[src/rtl/writeback_stage.sv]
// Writeback stage: selects ALU, load or link data for the register-file write port,
// and stalls upstream while a load's data has not yet arrived (bounded by LOAD_TIMEOUT).
module writeback_stage #(
    parameter int unsigned LOAD_TIMEOUT = 15
) (
    input  logic        wb_clk,
    input  logic        wb_rst,
    input  logic        wb_i_ce,
    input  logic        wb_i_reg_wr,
    input  logic        wb_i_memtoreg,
    input  logic        wb_i_jal,
    input  logic [4:0]  wb_i_addr_rd,
    input  logic [31:0] wb_i_alu_value,
    input  logic [31:0] wb_i_pc,
    input  logic        wb_i_load_valid,
    input  logic [31:0] wb_i_load_data,
    output logic        wb_o_stall,
    output logic        wb_o_reg_wr,
    output logic [4:0]  wb_o_addr_rd,
    output logic [31:0] wb_o_data_rd,
    output logic        wb_o_ce,
    output logic        wb_o_timeout
);

    localparam int unsigned DWIDTH = 32;
    localparam int unsigned AWIDTH = 5;
    localparam int unsigned CWIDTH = $clog2(LOAD_TIMEOUT + 1);
    localparam logic [AWIDTH-1:0] LINK_REG = AWIDTH'(31);
    localparam logic [CWIDTH-1:0] LAST_WAIT = CWIDTH'(LOAD_TIMEOUT - 1);

    typedef enum logic {
        S_IDLE      = 1'b0,
        S_WAIT_LOAD = 1'b1
    } state_t;

    state_t              r_state;
    logic [CWIDTH-1:0]   r_wait_cnt;
    logic                r_pend_wr;
    logic [AWIDTH-1:0]   r_pend_addr;
    logic                r_stall;
    logic                r_reg_wr;
    logic [AWIDTH-1:0]   r_addr_rd;
    logic [DWIDTH-1:0]   r_data_rd;
    logic                r_ce;
    logic                r_timeout;

    logic                w_wr_qual;
    logic [DWIDTH-1:0]   w_link_value;
    logic [DWIDTH-1:0]   w_result;
    logic                w_last_wait;

    // Writes to $0 are never performed, but the instruction still retires.
    assign w_wr_qual    = wb_i_reg_wr & (wb_i_addr_rd != '0);
    assign w_link_value = wb_i_pc + DWIDTH'(8);
    assign w_result     = wb_i_memtoreg ? wb_i_load_data : wb_i_alu_value;
    assign w_last_wait  = (r_wait_cnt == LAST_WAIT);

    always_ff @(posedge wb_clk) begin
        if (wb_rst) begin
            r_state     <= S_IDLE;
            r_wait_cnt  <= '0;
            r_pend_wr   <= 1'b0;
            r_pend_addr <= '0;
            r_stall     <= 1'b0;
            r_reg_wr    <= 1'b0;
            r_addr_rd   <= '0;
            r_data_rd   <= '0;
            r_ce        <= 1'b0;
            r_timeout   <= 1'b0;
        end else begin
            r_reg_wr  <= 1'b0;
            r_ce      <= 1'b0;
            r_timeout <= 1'b0;
            case (r_state)
                S_IDLE: begin
                    if (wb_i_ce) begin
                        if (wb_i_jal) begin
                            r_ce      <= 1'b1;
                            r_reg_wr  <= 1'b1;
                            r_addr_rd <= LINK_REG;
                            r_data_rd <= w_link_value;
                        end else if (!wb_i_memtoreg || wb_i_load_valid) begin
                            r_ce     <= 1'b1;
                            r_reg_wr <= w_wr_qual;
                            if (w_wr_qual) begin
                                r_addr_rd <= wb_i_addr_rd;
                                r_data_rd <= w_result;
                            end
                        end else begin
                            // Load data not here yet: remember the destination and wait.
                            r_pend_wr   <= w_wr_qual;
                            r_pend_addr <= wb_i_addr_rd;
                            r_wait_cnt  <= '0;
                            r_stall     <= 1'b1;
                            r_state     <= S_WAIT_LOAD;
                        end
                    end
                end
                S_WAIT_LOAD: begin
                    if (wb_i_load_valid) begin
                        r_ce     <= 1'b1;
                        r_reg_wr <= r_pend_wr;
                        if (r_pend_wr) begin
                            r_addr_rd <= r_pend_addr;
                            r_data_rd <= wb_i_load_data;
                        end
                        r_stall <= 1'b0;
                        r_state <= S_IDLE;
                    end else if (w_last_wait) begin
                        r_timeout <= 1'b1;
                        r_stall   <= 1'b0;
                        r_state   <= S_IDLE;
                    end else begin
                        r_wait_cnt <= r_wait_cnt + CWIDTH'(1);
                    end
                end
                default: begin
                    r_stall <= 1'b0;
                    r_state <= S_IDLE;
                end
            endcase
        end
    end

    assign wb_o_stall   = r_stall;
    assign wb_o_reg_wr  = r_reg_wr;
    assign wb_o_addr_rd = r_addr_rd;
    assign wb_o_data_rd = r_data_rd;
    assign wb_o_ce      = r_ce;
    assign wb_o_timeout = r_timeout;

endmodule

[config.mk]
export PLATFORM = sky130hd
export DESIGN_NAME = writeback_stage
export DESIGN_NICKNAME = d
export VERILOG_FILES = /design/src/rtl/writeback_stage.sv
export SDC_FILE = /design/constraint.sdc
export NUM_CORES = 1
export LEC_CHECK = 0
export CAP_MARGIN = 20
export CORE_UTILIZATION = 35
export DETAILED_ROUTE_END_ITERATION = 16
export PLACE_DENSITY = 0.76
export RECOVER_POWER = 50
export SETUP_SLACK_MARGIN = 0.2
export SYNTH_ARGS = -nofsm -noshare
export SYNTH_HDL_FRONTEND = slang
export SYNTH_SLANG_ARGS = --single-unit
[constraint.sdc]
create_clock -name wb_clk -period 4.28 [get_ports wb_clk]
set_clock_uncertainty 0.1 [all_clocks]
set_input_delay 1.07 -clock wb_clk [delete_from_list [all_inputs] [get_ports wb_clk]]
set_output_delay 1.07 -clock wb_clk [all_outputs]
set_load 0.05 [all_outputs]
# --- Yosys cells after proc, flatten, opt, wreduce, memory -nomap -nowiden ---
# Cells that the tools add are included.
word_totals:
  register_bits: 52
  in_bits: 108
  out_inout_bits: 41
  wordCells: 79
op_classes:
  n_addsub: 2
  eq_ne: 11
  muxes: 44
  n_bitwise: 4
  n_reduce_logical: 8
ops:
  columns: ["cell", "n"]
  rows:
  - ["32-bit 2-to-1 mux", 7]
  - ["32-bit one-hot mux with 2 select lines", 1]
  - ["32-bit by 4-bit adder with 32-bit output (second input constant)", 1]
  - ["5-bit 2-to-1 mux", 6]
  - ["4-bit 2-to-1 mux", 5]
  - ["1-bit 2-to-1 mux", 19]
  - ["2-bit != test (second input constant)", 6]
  - ["5-bit one-hot mux with 2 select lines", 1]
  - ["5-bit AND reduction", 2]
  - ["1-bit one-hot mux with 2 select lines", 4]
  - ["4-bit one-hot mux with 2 select lines", 1]
  - ["4-bit AND reduction", 2]
  - ["3-bit != test (second input constant)", 2]
  - ["5-bit nonzero test", 1]
  - ["4-bit by 1-bit adder with 4-bit output (second input constant)", 1]
  - ["4-bit == test (second input constant)", 1]
  - ["3-bit by 2-bit != test with 1-bit output (second input constant)", 1]
  - ["1-bit inverter", 3]
  - ["3-bit OR reduction", 1]
  - ["2-bit by 1-bit != test with 1-bit output (second input constant)", 1]
  - ["1-bit AND", 1]
  - ["1-bit zero test", 1]
  - ["1-bit logical OR", 1]

# --- Depth between registers and ports, before layout ---
logic_depth:
  ltp_word: 7
  ltp_mapped: 8
  mapped_depth_nobuf: 7

# --- Least setup slack after synthesis ---
# Ideal clock, no wire load.
synth_timing:
  kind: "input to register"
  start: "in wb_i_pc[3]"
  end: "reg r_data_rd[25] (netlist: wb_o_data_rd[25])"
  setup_ns: 0.117
  arrival_time_ns: 2.663
  required_ns: 4.063
  slack_ns: 1.400
  stages: 6
  n_path_buf: 0
  cell_sequence: "ha_1 -> nand3_1 -> nor4_2 -> and4_1 -> o221ai_1 -> a32o_1"
synth_via:
  elab_chain_cells: 4
synth_rtl:
  columns: ["element", "line_no", "rtl"]
  rows:
  - ["start, declared", "14", "input logic [31:0] wb_i_pc,"]
  - ["32-bit by 4-bit adder with 32-bit output", "54", "assign w_link_value = wb_i_pc + DWIDTH'(8);"]
  - ["32-bit 2-to-1 mux", "77", "if (wb_i_jal) begin"]
  - ["32-bit 2-to-1 mux", "76", "if (wb_i_ce) begin"]
  - ["32-bit one-hot mux with 2 select lines", "74", "case (r_state)"]
  - ["end signal, assigned", "81", "r_data_rd <= w_link_value;"]
  - ["end signal, assigned", "87", "r_data_rd <= w_result;"]
  - ["end signal, assigned", "105", "r_data_rd <= wb_i_load_data;"]
  - ["end, declared", "43", "logic [DWIDTH-1:0] r_data_rd;"]
# No other way between the ends. The select of a mux whose other input is x is not followed.
# A chain may end at the register's enable or synchronous reset.

# --- Final worst setup path ---
layout_timing:
  start: "in wb_i_pc[5]"
  end: "reg r_data_rd[22] (netlist: wb_o_data_rd[22])"
# The elaborated chain is that of the path after synthesis.

==> results by group <==
Clock tree
  • # hold bufs at CTS: 0
  • Cts repair resizes: 0
  • Root Buffer: clkbuf_8
  • Max clock buf depth: 2
  • CTS buffer count: 5
  • Clock sink count: 52
  • Clock Latency Late Sink: 0.31 ns
  • CTS H-tree lvls: 2
  • CTS tree: done
  • Setup bufs post-CTS: 0
  • Clk slew on worst S/H paths: 0.10 ns

Floorplanning
  • Core Footprint: 9200 um^2
  • Die width: 99.3 um
  • Initial Util: 0.360
  • Rows: 35
  • Die area: 9860 um^2
  • Die Y: 99.3 um
  • I/O Pins: 149

Critical path
  • Worst R2R Start: r_state
  • Flop2flop setup slack: 1.68 ns
  • WP data arrival: 3.38 ns
  • Reg-to-Reg End: wb_o_data_rd[31]
  • Worst-path fanout max: 5
  • CP startpoint kind: input pin
  • CP Capture Type: flip-flop
  • Critical Path RT: 4.39 ns
  • Setup CP Type: in2reg
  • R2R cell count: 7

Global routing
  • Largest net degree at the start of global routing: 46
  • Gr busiest metal: met2
  • Vias in the first global route: 3789
  • Grt ovf: 0
  • M2 GR Usage: 0.416
  • First-pass GRT wire length: 19300 um
  • Grt met1 use: 0.315
  • Gr usage total: 0.245
  • Initial antenna violation count: 0
  • Fraction of met3 tracks used by global routing: 0.0436

Synth
  • Post-synth ARST share: 0
  • Predominant post-synthesis flop cell: dfxtp_1
  • Post-synth EDFFs: 0
  • Largest family of logic cells by synthesized area: compound AO/OA/AOI/OAI gates
  • XOR/XNOR Fraction of Synth Area: 0.0502
  • Adder-Cell Fraction of Synth Area: 0.0113
  • Simple-gate portion of the synthesized area: 0.228
  • Yosys cell types: 57
  • Post-synthesis sequential area ratio: 0.314
  • YS warnings: 0
  • Net count after synthesis: 534
  • Synth Cell Area: 3310 um^2
  • Mux cell area share after synthesis: 0.0370
  • Post-Syn Area per Cell: 7.83 um^2
  • Synth Register Bits: 52
  • Post-synthesis compound-gate area fraction: 0.309
  • Syn Inst Count: 423

Cells and area
  • Nets: 669
  • Area Overhead vs Synth: 51.0%
  • Fillers: 891
  • Antenna cells: 0
  • Footprint of the multi-input gates: 2110 um^2
  • Register Area: 1040 um^2
  • Share of cells above drive strength 1: 0.0590

Hold path
  • Worst min-delay path endpoint: wb_o_data_rd[8]
  • Hold crit path type: reg2reg
  • Worst hold path depth: 2
  • Hold path start: wb_o_data_rd[8]

Timing
  • Max Slew Vio Count: 0
  • RSZ-0062 raised after global routing: false
  • Final min period: 3.27 ns
  • Max Fclk: 306 MHz
  • Relative slew slack: 0.409
  • Slew at the pin closest to its max-slew limit: 0.879 ns
  • Endpoints failing setup: 0
  • Setup tns final: 0 ns
  • Final Cycle Share: 0.764
  • Final hold viol count: 0

Route
  • Starting DRT DRC Count: 216
  • Drt pass-1 iters: 5
  • Routed wire length: 12400 um
  • DRC viols: 0
  • DR vias/cell: 5.91
  • Via Count: 3959
  • Drt wl/cell: 18.6 um
  • ANT nets after route: 0

Place
  • Input/output buffers: 148
  • Final GP Congestion: 0.944
  • Hpwl dp: 9480 um

Power and ir drop
  • Worst VDD drop: 0.000127 V
  • Static leakage: 1.86 nW
  • Pwr Total: 1.37 mW
  • Power Density: 274 nW/um^2

Outcome
  • Status: finished clean

Run
  • Max Cap Viol: 0
[metrics by stage]
| stage | hold WS (ns) | worst slack [ns] | util | instances | cell area, um^2 |
|---|---|---|---|---|---|
| floorplan | 0.332 | 1.40 | - | 423 | 3310 |
| global placement | 0.341 | 0.701 | 0.531 | 662 | 4890 |
| detailed placement | 0.348 | 0.716 | 0.531 | 662 | 4890 |
| CTS | 0.364 | 1.04 | 0.544 | 670 | 5000 |
| global route | 0.388 | 0.826 | 0.544 | 670 | 5000 |
| finish | 0.359 | 1.01 | 0.544 | 670 | 5000 |
[registers in the layout, indices dropped and copies added, names as in the netlist]
signal        count
wb_o_stall        1
r_state           1
wb_o_reg_wr       1
r_pend_addr       5
r_wait_cnt        4
r_pend_wr         1
wb_o_ce           1
wb_o_addr_rd      5
wb_o_data_rd     32
wb_o_timeout      1
[Yosys cell counts (9+ instances only)]
cell type  count  area (um^2)
dfxtp_1       52         1040
nand2_1       45          169
a21oi_1       34          170
nor2_1        30          113
clkbuf_1      21         78.8
nor3_1        17         85.1
o21ai_0       14         70.1
a221oi_1      11         96.3
inv_1         11         41.3
xnor2_1       11         96.3
a22oi_1       10         75.1
mux2i_1       10          100
nand3_1       10         50.1
nand4_1       10         62.6
o22ai_1        9         56.3
[metal layers]
layer  vias up  wire, um
met5         -         0
met2       178      6040
met1      1871      5210
met4         0       289
li1       1884         -
met3        26       889
[worst max-delay path by stage]
stage	startpoint	to	slack, ns	cells after the start
3_3_place_gp	wb_i_pc[7]	wb_o_data_rd[22]	0.70	6
2_1_floorplan	wb_i_pc[3]	wb_o_data_rd[25]	1.40	6
3_5_place_dp	wb_i_pc[7]	wb_o_data_rd[26]	0.72	6
6_report	wb_i_pc[5]	wb_o_data_rd[22]	1.01	6
5_1_grt	wb_i_pc[5]	wb_o_data_rd[22]	0.83	6
4_1_cts	wb_i_pc[7]	wb_o_data_rd[26]	1.04	6
[cells by family (layout without fill, tap and decap cells)]
group	count (synthesis)	count (layout)
XOR/XNOR	19	19
adder cells (fa/ha/maj)	3	3
flip-flops	52	52
buffers and inverters	43	179
multiplexers	12	12
AND/OR/NAND/NOR	149	149
AO/OA/AOI/OAI	145	145
[report_power, final]
| part | total, mW | switching (mW) | internal, mW |
|---|---|---|---|
| clock | 0.351 | 0.175 | 0.176 |
| sequential | 0.537 | 0.0198 | 0.517 |
| combinational | 0.483 | 0.277 | 0.206 |
| total | 1.37 | 0.472 | 0.900 |
[cell usage in the layout (no fill, tap or decap), types with 3 or more instances in the layout]
master	n
a21oi_1	33
o211ai_1	7
inv_1	11
xnor2_1	11
a32o_1	3
xor2_1	8
or3_1	5
mux2i_1	10
a221oi_1	11
o2111ai_1	3
nand4_1	10
o21ai_0	14
and4_1	4
nor3_1	17
a211oi_1	7
o22a_1	6
dfxtp_1	52
nor4_1	4
o221ai_1	6
buf_4	11
a31oi_1	6
nand3b_1	4
o22ai_1	9
nor2_1	30
dlygate4sd3_1	38
clkdlybuf4s50_1	108
a22o_1	7
nand2_1	45
and3_1	4
nand3_1	10
o32ai_1	5
ha_1	3
a22oi_1	10
nor2b_1	4
or4_1	4
clkbuf_8	5
[critical path, stage by stage]
cell             delay, ns
clkdlybuf4s50_1       0.57
nand4_1               0.27
nor4_1                0.83
and4_1                0.30
o221ai_1              0.12
a22o_1                0.21
[final cells by class]
class,count,share of cell area
Tap cell,111,0.0278
Sequential cell,52,0.208
Inverter,12,0.00900
Timing Repair Buffer,159,0.311
Multi-Input combinational cell,328,0.421
Clock buffer,5,0.0138
Clock inverter,3,0.00950
Note: power is estimated with default switching activity, not from simulation.
